`config.mk`:
```
export PLATFORM = sky130hd
export DESIGN_NAME = ram_banked_sync
export DESIGN_NICKNAME = d
export VERILOG_FILES = /design/src/rtl/ram_pkg.sv /design/src/rtl/ram_bank.sv /design/src/rtl/ram_banked_sync.sv
export SDC_FILE = /design/constraint.sdc
export NUM_CORES = 2
export LEC_CHECK = 0
export CAP_MARGIN = 25
export CORE_MARGIN = 2
export CORE_UTILIZATION = 40
export DETAILED_ROUTE_END_ITERATION = 10
export DONT_BUFFER_PORTS = 1
export MAX_ROUTING_LAYER = met4
export PLACE_DENSITY = 0.61
export SYNTH_ARGS = -nofsm -noshare
export SYNTH_HDL_FRONTEND = slang
export SYNTH_SLANG_ARGS = --single-unit
```
`constraint.sdc`:
```
create_clock -name clk -period 3.1 [get_ports clk]
set_input_delay 0.62 -clock clk [delete_from_list [all_inputs] [get_ports clk]]
set_output_delay 0.62 -clock clk [all_outputs]
set_load 0.03 [all_outputs]
```
`src/rtl/ram_pkg.sv`:
```
// Shared definitions for the banked synchronous RAM.
// Holds the controller state type and the default geometry parameters.
package ram_pkg;

    localparam int unsigned DATA_W_DEF = 16;
    localparam int unsigned ADDR_W_DEF = 7;
    localparam int unsigned BANKS_DEF  = 2;

    typedef enum logic {
        CLEAR = 1'b0,
        READY = 1'b1
    } ram_state_e;

endpackage : ram_pkg

```
`src/rtl/ram_bank.sv`:
```
// One bank of the banked RAM: single-port synchronous array with a registered read.
// Ports:
//   clk, rst_n  - clock, async active-low reset (read register only; array is not reset)
//   we_i        - write strobe, wdata_i stored at addr_i on the rising edge
//   re_i        - read strobe, read register loads mem[addr_i] on the rising edge
//   addr_i      - in-bank word offset
//   wdata_i     - write data
//   rdata_o     - read register, holds until the next read of this bank
module ram_bank #(
    parameter int unsigned DATA_W = 16,
    parameter int unsigned ADDR_W = 6
) (
    input  logic              clk,
    input  logic              rst_n,
    input  logic              we_i,
    input  logic              re_i,
    input  logic [ADDR_W-1:0] addr_i,
    input  logic [DATA_W-1:0] wdata_i,
    output logic [DATA_W-1:0] rdata_o
);

    localparam int unsigned DEPTH = 1 << ADDR_W;

    logic [DATA_W-1:0] mem_q [DEPTH];
    logic [DATA_W-1:0] rdata_q;

    // Storage array; contents are defined only by writes (including the clear sweep).
    always_ff @(posedge clk) begin
        if (we_i) begin
            mem_q[addr_i] <= wdata_i;
        end
    end

    // Read register.
    always_ff @(posedge clk or negedge rst_n) begin
        if (!rst_n) begin
            rdata_q <= '0;
        end else if (re_i) begin
            rdata_q <= mem_q[addr_i];
        end
    end

    assign rdata_o = rdata_q;

endmodule : ram_bank

```
`src/rtl/ram_banked_sync.sv`:
```
// Banked synchronous RAM with a hardware clear sweep.
// After reset (or a clr request) every word is zeroed, one in-bank offset per cycle
// across all banks at once; busy is high for that sweep. In READY, one access per
// cycle is accepted while _ce is low: writes land on the sampling edge, reads load
// the selected bank's read register one cycle later and pulse rd_valid.
// Ports:
//   clk, _rst  - clock, async active-low reset
//   adrs       - word address; top log2(BANKS) bits select the bank
//   dataIn     - write data
//   _ce, _we   - active-low access strobe, active-low write select
//   _oe        - active-low output enable (combinational on dataOut)
//   clr        - request to zero the whole array
//   dataOut    - read register of the last-read bank, or zero when _oe is high
//   rd_valid   - one-cycle pulse when new read data is available
//   busy       - high while the clear sweep runs
//   _cee       - registered active-low bank enables of the last accepted access
module ram_banked_sync
    import ram_pkg::*;
#(
    parameter int unsigned DATA_W = DATA_W_DEF,
    parameter int unsigned ADDR_W = ADDR_W_DEF,
    parameter int unsigned BANKS  = BANKS_DEF
) (
    input  logic              clk,
    input  logic              _rst,
    input  logic [ADDR_W-1:0] adrs,
    input  logic [DATA_W-1:0] dataIn,
    input  logic              _ce,
    input  logic              _we,
    input  logic              _oe,
    input  logic              clr,
    output logic [DATA_W-1:0] dataOut,
    output logic              rd_valid,
    output logic              busy,
    output logic [BANKS-1:0]  _cee
);

    localparam int unsigned BSEL_W = $clog2(BANKS);
    localparam int unsigned OFF_W  = ADDR_W - BSEL_W;

    ram_state_e        state_q, state_d;
    logic [OFF_W-1:0]  cnt_q, cnt_d;
    logic              busy_q, busy_d;
    logic              rd_valid_q, rd_valid_d;
    logic [BANKS-1:0]  cee_q, cee_d;
    logic [BSEL_W-1:0] bsel_q, bsel_d;

    logic [BSEL_W-1:0] bsel_c;
    logic [OFF_W-1:0]  off_c;
    logic [BANKS-1:0]  bank_we_c;
    logic [BANKS-1:0]  bank_re_c;
    logic [OFF_W-1:0]  bank_addr_c;
    logic [DATA_W-1:0] bank_wdata_c;
    logic [DATA_W-1:0] bank_rdata [BANKS];

    assign bsel_c = adrs[ADDR_W-1 -: BSEL_W];
    assign off_c  = adrs[OFF_W-1:0];

    // State and output registers.
    always_ff @(posedge clk or negedge _rst) begin
        if (!_rst) begin
            state_q    <= CLEAR;
            cnt_q      <= '0;
            busy_q     <= 1'b1;
            rd_valid_q <= 1'b0;
            cee_q      <= '1;
            bsel_q     <= '0;
        end else begin
            state_q    <= state_d;
            cnt_q      <= cnt_d;
            busy_q     <= busy_d;
            rd_valid_q <= rd_valid_d;
            cee_q      <= cee_d;
            bsel_q     <= bsel_d;
        end
    end

    // Next-state and bank control.
    always_comb begin
        state_d      = state_q;
        cnt_d        = cnt_q;
        busy_d       = busy_q;
        rd_valid_d   = 1'b0;
        cee_d        = '1;
        bsel_d       = bsel_q;
        bank_we_c    = '0;
        bank_re_c    = '0;
        bank_addr_c  = off_c;
        bank_wdata_c = dataIn;

        case (state_q)
            CLEAR: begin
                // Zero the current offset in every bank; user strobes are ignored.
                bank_we_c    = '1;
                bank_addr_c  = cnt_q;
                bank_wdata_c = '0;
                if (clr) begin
                    cnt_d = '0;
                end else if (cnt_q == '1) begin
                    cnt_d   = '0;
                    state_d = READY;
                    busy_d  = 1'b0;
                end else begin
                    cnt_d = cnt_q + OFF_W'(1);
                end
            end
            READY: begin
                if (!_ce) begin
                    cee_d = ~(BANKS'(1) << bsel_c);
                    if (!_we) begin
                        bank_we_c[bsel_c] = 1'b1;
                    end else begin
                        bank_re_c[bsel_c] = 1'b1;
                        rd_valid_d        = 1'b1;
                        bsel_d            = bsel_c;
                    end
                end
                // The access above still completes; the sweep starts on the next edge.
                if (clr) begin
                    state_d = CLEAR;
                    busy_d  = 1'b1;
                    cnt_d   = '0;
                end
            end
            default: begin
                state_d = CLEAR;
                busy_d  = 1'b1;
                cnt_d   = '0;
            end
        endcase
    end

    for (genvar b = 0; b < int'(BANKS); b++) begin : g_bank
        ram_bank #(
            .DATA_W (DATA_W),
            .ADDR_W (OFF_W)
        ) u_bank (
            .clk     (clk),
            .rst_n   (_rst),
            .we_i    (bank_we_c[b]),
            .re_i    (bank_re_c[b]),
            .addr_i  (bank_addr_c),
            .wdata_i (bank_wdata_c),
            .rdata_o (bank_rdata[b])
        );
    end

    // Output mux follows the bank of the last read, so the value holds between reads.
    assign dataOut  = _oe ? '0 : bank_rdata[bsel_q];
    assign rd_valid = rd_valid_q;
    assign busy     = busy_q;
    assign _cee     = cee_q;

endmodule : ram_banked_sync

```
==> impl_metrics.tcl <==
set metrics [dict create \
    cp-end-kind "primary output" \
    drtIter0Drc 6147 \
    drt-pass1-iter-count 6 \
    cts.clk_slew.worst_paths_ps 60 \
    ys_async_sr_fraction_pct 2.10 \
    slew_viol_final 0 \
    synth_top_cell_by_area "edfxtp_1" \
    period_needed_ps 3090 \
    cts_tree "built" \
    synth_area_leaders "edfxtp_1 78%, a22oi_1 5.5%, mux2i_1 5.3%, o22ai_1 1.5%, dfrtp_1 1.3%" \
    relSlewSlack_pct 42.3 \
    synthSimpleGateAreaFrac_pct 2.45 \
    syn_to_final_growth_pct 18.4 \
    grt_pass1_vias 43300 \
    start_kind "flip-flop" \
    setup_viol 0 \
    grt_util_all_layers_pct 23.3 \
    die_w_um 447 \
    start_util_pct 40.3 \
    cellInternalPower_w 0.0460 \
    fp.coreArea_um2 195000 \
    ant_nets 0 \
    skew_ps 47.1 \
    power.density_nw_per_um2 631 \
    synth-edff-count 2048 \
    cp.arrival_ps 2470 \
    cellLeakagePower_nw 30.2 \
    grt.overflow.total 0 \
    drt-vias-per-instance 5.96 \
    grt_pass1_wl_um 323000 \
    yosysUniqueCellTypes 59 \
    netlist_top_cells_count "2048 x edfxtp_1, 579 x a22oi_1, 417 x mux2i_1" \
    fin_nets 4834 \
    critPathKind "reg2out" \
    dp_hpwl_um 140000 \
    fin_tns_setup_ps 0 \
    cts_htree_levels 4 \
    port-buffer-count 0 \
    synth_top_flop_cell "edfxtp_1" \
    routed_wl_um 228000 \
    synth_seq_cells 2092 \
    power_frac_clock_pct 41.9 \
    swShare_pct 21.6 \
    hold_path.class "in2reg" \
    die_h_um 447 \
    power.switching_w 0.0127 \
    core.rowCount 162 \
    combinationalPowerShare_pct 5.4 \
    insertion_delay_ps 850 \
    synthXorXnorAreaFrac_pct 0.0223 \
    place_congestion 0.884 \
    synth_top_family_by_area "compound AO/OA/AOI/OAI gates" \
    cts.sinks 2092 \
    syn_nets 4356 \
    drt-wirelength-per-cell_um 30.0 \
    synthAdderAreaFrac_pct 0.0160 \
    grt_max_degree 129 \
    yosysSeqAreaShare_pct 79.8 \
    cap_violations 0 \
    die_area_um2 200000 \
    seqPwrFrac_pct 52.6 \
    status "complete, no violations" \
    period_share_pct 99.7 \
    syn_avg_cell_area_um2 18.1 \
    pre_cts_ws_ps -38.4 \
    drc 0 \
    synth_top_area_share_pct 78.4 \
    ir_drop_v 0.000497 \
    tightest_slew_ps 866 \
    numCtsBuffers 201 \
    hold_violations 0 \
    cts-root-buf "clkbuf_16" \
    syn_inst 4326 \
    fmax_mhz 324 \
    io_pins 49 \
    yosys.cell_count.top_type "edfxtp_1" \
    vias 45400 \
    syn_area_um2 78400 \
    critPathMaxFanout 17 \
    cts_buffer_depth 3 \
    synth_compound_area_share_pct 10.3 \
    setup_slack_ps 10.5 \
    ys_warn_count 0 \
    rsz0062_at_grt "true" \
    drive_gt1_share_pct 18.9 \
    nFillCells 16200 \
    cp.required_ps 2480 \
    grt_antenna_before_repair 9 \
    muxShareOfSynthArea_pct 5.61 \
]
## repair_timing
item | CTS | global route
hold endpoints to repair | 54 | 0
hold buffers | 6 | 0
buffers inserted | 0 | 1
endpoints found under the setup margin | 8 | 121
gates resized for setup | 7 | 18
pin swaps | 0 | 1
## power by group through the flow
stage / registers (W) / clock network, W / logic, W
6_report: 0.0309 / 0.0246 / 0.00318
5_1_grt: 0.0309 / 0.0259 / 0.00330
3_3_place_gp: 0.0315 / 0 / 0.00307
2_1_floorplan: 0.0314 / 0 / 0.00166
4_1_cts: 0.0309 / 0.0249 / 0.00314
3_5_place_dp: 0.0315 / 0 / 0.00310
## sequential cells by signal, summed over array words and instances, names as in the netlist
signal / flops
busy: 1
cnt_q: 6
bsel_q: 1
rd_valid: 1
g_bank.u_bank.mem_q: 2048
_cee: 2
g_bank.u_bank.rdata_o: 32
state_q: 1
## path summary, 6_finish.rpt
path	from	slack, ps	cells past startpoint	endpoint
min	clr	60	3	busy$_DFFE_PN1P_
max	bsel_q$_DFFE_PN0P_	10	4	dataOut[11]
min in group asynchronous	_rst	340	2	cnt_q[3]$_DFFE_PN0P_
min reg2reg	g_bank[1].u_bank.rdata_o[12]$_DFFE_PN0P_	550	2	g_bank[1].u_bank.rdata_o[12]$_DFFE_PN0P_
max reg2reg	state_q$_DFF_PN0_	10	8	g_bank[1].u_bank.rdata_o[14]$_DFFE_PN0P_
max in group asynchronous	_rst	2470	2	g_bank[1].u_bank.rdata_o[3]$_DFFE_PN0P_
## cell families after synthesis
kind of cell	after synthesis
AO/OA/AOI/OAI	1120
XOR/XNOR	2
adder cells (fa/ha/maj)	1
buffers and inverters	280
flip-flops	2092
multiplexers	437
AND/OR/NAND/NOR	394
## cell usage in the layout (no fill, tap or decap), drive strengths merged, types with 10 or more instances in the layout
cell	Yosys	routed
a222oi	15	15
inv	4	13
edfxtp	2048	2048
dfrtp	41	41
o21ai	103	103
nor3	10	10
a41oi	83	83
nor4	12	12
nor2	194	194
a31oi	54	54
o22a	11	11
mux2i	418	418
and2	18	18
a221oi	11	11
a41o	11	11
and4	31	31
o22ai	196	196
clkinv	0	77
mux2	19	19
buf	192	546
bufinv	0	21
nand4	42	42
nand2	58	58
a22oi	579	579
clkbuf	84	268
a21oi	30	30
## through the flow
step | utilization [%] | hold WS, ps | instances | cell area, um^2 | power, W
2_1_floorplan | - | 324 | 4326 | 78400 | 0.0331
3_3_place_gp | 44.1 | 326 | 7215 | 86000 | 0.0345
3_5_place_dp | 44.2 | 326 | 7218 | 86000 | 0.0346
4_1_cts | 47.6 | 6.37 | 7604 | 92800 | 0.0589
5_1_grt | 47.7 | 28.6 | 7606 | 92900 | 0.0601
6_report | 47.7 | 57.9 | 7607 | 92900 | 0.0586
## final cells by class
type / instances / area (um^2) / area share, %
clock buffers: 268 / 5410 / 5.82
multi-input cells: 1954 / 14700 / 15.9
inverters: 4 / 15.0 / 0.0162
flip-flops and latches: 2092 / 62600 / 67.4
well taps: 2624 / 3280 / 3.54
repair buffers: 551 / 5600 / 6.04
diodes: 2 / 5.00 / 0.00539
clock inverters: 112 / 1210 / 1.31
## layer usage
layer  routed length [um]  global-route usage (%)  up-vias  part of all wire (%)
li1                     -                       -    18900                     -
met3                21100                    3.71      400                   9.3
met2               106000                    35.2     2486                    47
met5                    0                       -        -                     0
met4                 8170                    7.85        0                   3.6
met1                92300                    32.1    23500                    40
## worst max-delay path: stages, from the launching register on
cell	delay, ps
dfrtp_1	320
buf_4	330
mux2i_1	660
nor2_1	110
buf_4	200
Power figures use the tool's default switching activity.
